**config.mk**
```make
export PLATFORM = sky130hd
export DESIGN_NAME = trap_monitor
export DESIGN_NICKNAME = d
export VERILOG_FILES = /design/src/rtl/trap_monitor.sv
export SDC_FILE = /design/constraint.sdc
export NUM_CORES = 1
export LEC_CHECK = 0
export CORE_MARGIN = 3
export CORE_UTILIZATION = 33
export CTS_BUF_LIST = sky130_fd_sc_hd__clkbuf_4 sky130_fd_sc_hd__clkbuf_8
export DETAILED_ROUTE_END_ITERATION = 12
export GPL_ROUTABILITY_DRIVEN = 0
export GPL_TIMING_DRIVEN = 0
export PLACE_DENSITY_LB_ADDON = 0.3
export SYNTH_ARGS = -nofsm -noshare
export SYNTH_HDL_FRONTEND = slang
export SYNTH_SLANG_ARGS = --single-unit
```
**constraint.sdc**
```tcl
create_clock -name clk -period 6.6 [get_ports clk]
set_input_delay 1.32 -clock clk [delete_from_list [all_inputs] [get_ports clk]]
set_output_delay 1.32 -clock clk [all_outputs]
set_load 0.05 [all_outputs]
```
**src/rtl/trap_monitor.sv**
```systemverilog
// ============================================================================
//  Module   : trap_monitor
//  Purpose  : End-of-test authority beside the core's writeback stage. Watches
//             the commit stream, checks RV32I legality, grades ebreak by the
//             a0 exit code, runs a no-commit watchdog, optionally traps on
//             ALU overflow, counts retirements and keeps a PC history ring.
//  Ports    : clk, rst (async, active-low)
//             commit_valid, pc, instruction, a0, overflow  - commit stream
//             hist_idx / hist_pc                           - history read port
//             halted, trap_good, trap_bad, trap_cause,
//             trap_pc, retire_cnt                          - trap status
//  Revision : 1.0  initial release
// ============================================================================
`default_nettype none

module trap_monitor #(
   parameter int XLEN        = 32,
   parameter int CNT_W       = 32,
   parameter int TIMEOUT     = 100000,
   parameter int HIST_DEPTH  = 8,
   parameter int TRAP_ON_OVF = 0,
   parameter int ZICSR       = 0,
   parameter int SIM_FINISH  = 1
) (
   input  logic                          clk,
   input  logic                          rst,
   input  logic                          commit_valid,
   input  logic [XLEN-1:0]               pc,
   input  logic [31:0]                   instruction,
   input  logic [XLEN-1:0]               a0,
   input  logic                          overflow,
   input  logic [$clog2(HIST_DEPTH)-1:0] hist_idx,
   output logic                          halted,
   output logic                          trap_good,
   output logic                          trap_bad,
   output logic [2:0]                    trap_cause,
   output logic [XLEN-1:0]               trap_pc,
   output logic [CNT_W-1:0]              retire_cnt,
   output logic [XLEN-1:0]               hist_pc
);

   localparam int HW   = $clog2(HIST_DEPTH);
   // Watchdog only needs to hold TIMEOUT-1; it traps before wrapping.
   localparam int WD_W = (TIMEOUT > 1) ? $clog2(TIMEOUT) : 1;

   localparam logic [1:0] ST_RUN  = 2'd0;
   localparam logic [1:0] ST_FIN  = 2'd1;   // halted, simulation finish pending
   localparam logic [1:0] ST_HALT = 2'd2;

   localparam logic [31:0] EBREAK = 32'h0010_0073;
   localparam logic [31:0] ECALL  = 32'h0000_0073;

   logic [1:0]       state_q, state_d;
   logic [CNT_W-1:0] cnt_q;
   logic [WD_W-1:0]  wd_q;
   logic [HW-1:0]    wp_q;
   logic [XLEN-1:0]  ring_q [HIST_DEPTH];
   logic [XLEN-1:0]  last_pc_q;
   logic [XLEN-1:0]  trap_pc_q;
   logic [2:0]       cause_q;

   logic             legal;
   logic             run;
   logic             wd_expire;
   logic [2:0]       cause_d;
   logic [HW-1:0]    rd_idx;

   wire [6:0] opc = instruction[6:0];
   wire [2:0] f3  = instruction[14:12];
   wire [6:0] f7  = instruction[31:25];

   // ------------------------------------------------------------------------
   // RV32I legality decode
   // ------------------------------------------------------------------------
   always_comb begin
      legal = 1'b0;
      case (opc)
         7'b0110111, 7'b0010111, 7'b1101111, 7'b0001111: legal = 1'b1;
         7'b1100111: legal = (f3 == 3'b000);
         7'b1100011: legal = (f3 != 3'b010) && (f3 != 3'b011);
         7'b0000011: legal = (f3 != 3'b011) && (f3 != 3'b110) && (f3 != 3'b111);
         7'b0100011: legal = (f3 <= 3'b010);
         7'b0010011: begin
            if (f3 == 3'b001)      legal = (f7 == 7'b0000000);
            else if (f3 == 3'b101) legal = (f7 == 7'b0000000) || (f7 == 7'b0100000);
            else                   legal = 1'b1;
         end
         7'b0110011: legal = (f7 == 7'b0000000) ||
                             ((f7 == 7'b0100000) && ((f3 == 3'b000) || (f3 == 3'b101)));
         7'b1110011: begin
            if (f3 == 3'b000) legal = (instruction == ECALL) || (instruction == EBREAK);
            else              legal = (ZICSR != 0) && (f3 != 3'b100);
         end
         default: legal = 1'b0;
      endcase
   end

   assign run       = (state_q == ST_RUN);
   assign wd_expire = (TIMEOUT > 0) && (wd_q == WD_W'(TIMEOUT - 1));

   // Trap cause for this edge; a commit always pre-empts the watchdog.
   always_comb begin
      cause_d = 3'd0;
      if (run && commit_valid) begin
         if (!legal)                                 cause_d = 3'd3;
         else if (instruction == EBREAK)             cause_d = (a0 == '0) ? 3'd1 : 3'd2;
         else if ((TRAP_ON_OVF != 0) && overflow)    cause_d = 3'd5;
      end else if (run && wd_expire) begin
         cause_d = 3'd4;
      end
   end

   // ------------------------------------------------------------------------
   // FSM: state register / next state / outputs
   // ------------------------------------------------------------------------
   always_ff @(posedge clk or negedge rst) begin
      if (!rst) state_q <= ST_RUN;
      else      state_q <= state_d;
   end

   always_comb begin
      state_d = state_q;
      case (state_q)
         ST_RUN:  if (cause_d != 3'd0) state_d = (SIM_FINISH != 0) ? ST_FIN : ST_HALT;
         ST_FIN:  state_d = ST_HALT;
         ST_HALT: state_d = ST_HALT;
         default: state_d = ST_HALT;
      endcase
   end

   always_comb begin
      halted = (state_q != ST_RUN);
   end

   // ------------------------------------------------------------------------
   // Datapath: counters, ring, trap capture (all frozen once halted)
   // ------------------------------------------------------------------------
   always_ff @(posedge clk or negedge rst) begin
      if (!rst) begin
         cnt_q     <= '0;
         wd_q      <= '0;
         wp_q      <= '0;
         last_pc_q <= '0;
         trap_pc_q <= '0;
         cause_q   <= 3'd0;
         for (int i = 0; i < HIST_DEPTH; i++) ring_q[i] <= '0;
      end else if (run) begin
         if (commit_valid) begin
            if (cnt_q != '1) cnt_q <= cnt_q + 1'b1;
            ring_q[wp_q] <= pc;
            wp_q         <= wp_q + 1'b1;
            wd_q         <= '0;
            last_pc_q    <= pc;
         end else if (TIMEOUT > 0) begin
            wd_q <= wd_q + 1'b1;
         end
         if (cause_d != 3'd0) begin
            cause_q   <= cause_d;
            trap_pc_q <= commit_valid ? pc : last_pc_q;
         end
      end
   end

   // Most recent commit sits one slot behind the write pointer.
   assign rd_idx     = wp_q - HW'(1) - hist_idx;
   assign hist_pc    = ring_q[rd_idx];
   assign trap_cause = cause_q;
   assign trap_pc    = trap_pc_q;
   assign retire_cnt = cnt_q;
   assign trap_good  = halted && (cause_q == 3'd1);
   assign trap_bad   = halted && (cause_q >= 3'd2);

   // ------------------------------------------------------------------------
   // Simulation end-of-test banner
   // ------------------------------------------------------------------------
   generate
      if (SIM_FINISH != 0) begin : g_finish
`ifndef SYNTHESIS
         logic [31:0]     ins_s;
         logic [XLEN-1:0] a0_s;
         always @(posedge clk) begin
            if (run && commit_valid && (cause_d != 3'd0)) begin
               ins_s <= instruction;
               a0_s  <= a0;
            end
            if (state_q == ST_FIN) begin
               $display("trap_monitor: cause=%0d trap_pc=%h instr=%h a0=%h retired=%0d",
                        cause_q, trap_pc_q, ins_s, a0_s, cnt_q);
               if (cause_q == 3'd1) $finish(0);
               else                 $finish(1);
            end
         end
`endif
      end
   endgenerate

endmodule

`default_nettype wire
```
==> results.yml <==
cts:
  cts_tree: "done"
  clk_pin_slew_ps: 50
  cts_setup_buffers: 0
  cts_buffers: 68
  cts.sinks: 377
  insertion_delay_ps: 610
  clockBufferDepth: 3
  cts_max_level: 3
  root_buffer: "clkbuf_8"
power_and_ir_drop:
  switchingPower_w: 0.00391
  clkPwrFrac: 0.218
  power_density_nw_per_um2: 490
  intPower_w: 0.00657
  comb_power_share: 0.440
  switching_share: 0.373
  sequentialPowerShare: 0.341
  power_w: 0.0105
  peakVddDrop_mv: 0.266
  p_leak_nw: 9.66
worst_setup_path:
  crit_type: "input port to output pin"
  cp_max_fo: 10
  crit_path_cell_trace: "clkdlybuf4s50_1, inv_1, ha_1, inv_1, fa_1, xnor2_1, xnor2_2, clkbuf_1, mux4_2, mux2_2, clkdlybuf4s50_1"
  cp_slowest_cell: "clkdlybuf4s50_1"
  max_stage_delay_ps: 710
  cp-start-kind: "input port"
  critical_path.top_delay_family: "buffers and inverters"
  arrival_ps: 5170
  cp.required_ps: 5280
  path_buf_inv: 5
  cp-end-kind: "output pin"
  cp-startpoint: "hist_idx[0]"
  timing.rr.start: "state_q[1]"
floorplanning:
  dieArea_um2: 55300
  die_y_um: 235
  fp.coreArea_um2: 51600
  ios: 205
  fp.dieW_um: 235
  rows: 83
  start_util: 0.336
logic_synthesis:
  ys_types: 51
  yosys-top-cells-area: "dfrtp_1, mux2_2, mux4_2, nand2_1, xnor2_1"
  ys_seq_elements: 377
  yosys.area.top_type: "dfrtp_1"
  synth.net_count: 1362
  ys_warn_count: 0
  synth_edf_count: 0
  synth_flop_cell: "dfrtp_1"
  synth.avg_cell_area_um2: 13.8
  yosysSeqAreaShare: 0.544
  yosys-top-cells-count: "dfrtp_1, mux2_2, nand2_1, mux4_2, nor2_1"
  async_flop_share: 1.00
  syn_inst: 1254
  synth.top_cell.area_share: 0.544
  synth_most_common_cell: "dfrtp_1"
  syn-cell-area_um2: 17300
layout:
  drive_gt1_frac: 0.380
  num-nets-final: 1605
  fillers: 4751
  final_area_um2: 21400
  areaGrowthSynthToFinish_pct: 23.5
  n_antenna_cell: 0
  postLayoutCoreUtil: 0.415
timing:
  finalSetupViolations: 0
  max_clock_freq_mhz: 154
  fin_crit_ps: 6490
  finalHoldViolations: 0
  fin_setup_tns_ps: 0
  period_share: 0.983
  tightest_slew_ps: 1230
  finalWorstSetupSlack_ps: 114
  clock_skew_ps: 33.9
  grt_setup_unrepaired: "yes"
  max-slew-margin-rel: 0.178
  slew_violations: 0
global_routing:
  grt_max_degree: 107
  grt_pass1_wl_um: 69900
  antenna_found_initial: 2
  grt_overflow: 0
  grt_pass1_vias: 11700
  track_usage: 0.162
detailed_routing:
  via_per_inst: 4.91
  vias: 10900
  drtPass1Iterations: 5
  drc: 0
  wl_um: 44200
  drt-initial-drc-count: 554
  antenna_left: 0
  routedWlPerCell_um: 19.9
outcome:
  status: "finished, final reports clean"
min_path:
  hp-start: "last_pc_q[0]"
  hp-class: "flip-flop to flip-flop"
place:
  placed_cell_area_um2: 20000
  post-place-ws_ps: -248
  portBuffers: 170
  hpwl_um: 29700
flow_run:
  cap_violations: 0
per-layer routing:
| metal | global-route usage | part of all wire |
|---|---|---|
| met5 | 0 | 0.00057 |
| met4 | 0.0475 | 0.016 |
| met3 | 0.0370 | 0.046 |
| met2 | 0.262 | 0.48 |
| met1 | 0.218 | 0.46 |
sequential cells by signal (all words and copies together) (netlist names):
name / flops
wd_q: 17
ring_q: 256
retire_cnt: 32
wp_q: 3
state_q: 2
trap_cause: 3
last_pc_q: 32
trap_pc: 32
final cells by class:
cell class              instances  area [µm²]  share of cell area
flip-flops and latches        377        9430               0.441
multi-input cells             770        7360               0.344
repair buffers                173        1790              0.0836
clock buffers                 107        1330              0.0621
well taps                     680         851              0.0397
plain buffers                  93         503              0.0235
clock inverters                 6        83.8             0.00392
inverters                      14        52.6             0.00246
cells by family (layout without fill, tap and decap cells):
kind of cell,count (synthesis),in the layout,synth area share
AOI/OAI and AO/OA,27,27,0.0106
xor gates and xnor gates,46,46,0.0232
adders and majority gates,5,5,0.00404
buffers and inverters,107,393,0.0313
DFF,377,377,0.544
muxes,419,419,0.314
and+or+nand+nor,273,273,0.0727
power groups by stage:
| stage | logic [W] | registers, W | clock network, W |
|---|---|---|---|
| after floorplan | 0.00289 | 0.00387 | 0 |
| after global placement | 0.00461 | 0.00357 | 0 |
| after detailed placement | 0.00467 | 0.00361 | 0 |
| after CTS | 0.00469 | 0.00357 | 0.00238 |
| after global routing | 0.00489 | 0.00368 | 0.00249 |
| final | 0.00462 | 0.00358 | 0.00229 |
stage by stage:
stage | instances | hold WS, ps
2_1_floorplan | 1254 | 442
3_3_place_gp | 2104 | 453
3_5_place_dp | 2107 | 460
4_1_cts | 2220 | 474
5_1_grt | 2220 | 491
6_report | 2220 | 469
placed cells by master (no fill, tap or decap), types with 2 or more instances in the layout:
cell               n
a21oi_1            4
a31oi_1            2
and3_1             5
and4_1             2
buf_1             19
buf_16             3
buf_2              7
buf_4             28
buf_6              3
bufinv_16          2
clkbuf_1          26
clkbuf_2           9
clkbuf_4          23
clkbuf_8          84
clkdlybuf4s50_1  169
clkinv_2           3
dfrtp_1          377
ha_1               4
inv_1             14
mux2_1             3
mux2_2           351
mux4_2            64
nand2_1          138
nand3_1           22
nand4_1           14
nor2_1            35
nor2b_1            4
nor3_1            20
nor4_1            18
o211ai_1           2
o21ai_0            9
or3_1              4
xnor2_1           24
xor2_1            21
worst register-to-register path, stage by stage (launching register included):
cell,delay (ps)
dfrtp_1,370
nor3b_1,950
clkbuf_1,610
nand3_1,420
clkbuf_1,470
mux2_2,410
worst paths after layout:
path                       cells past startpoint             end  slack, ps
hold reg to reg                                2    last_pc_q[0]        470
setup / recovery                              11      hist_pc[1]        110
min in group asynchronous                      1  retire_cnt[16]        700
max in group asynchronous                      3     ring_q[187]       4530
hold / removal                                 2    last_pc_q[0]        470
setup reg to reg                               5      ring_q[83]       3260
what timing repair did:
item,in CTS,in global routing
resized for setup,1,14
cloned,0,0
setup endpoints to repair,32,32
hold buffers,0,0
Power figures use the tool's default switching activity.
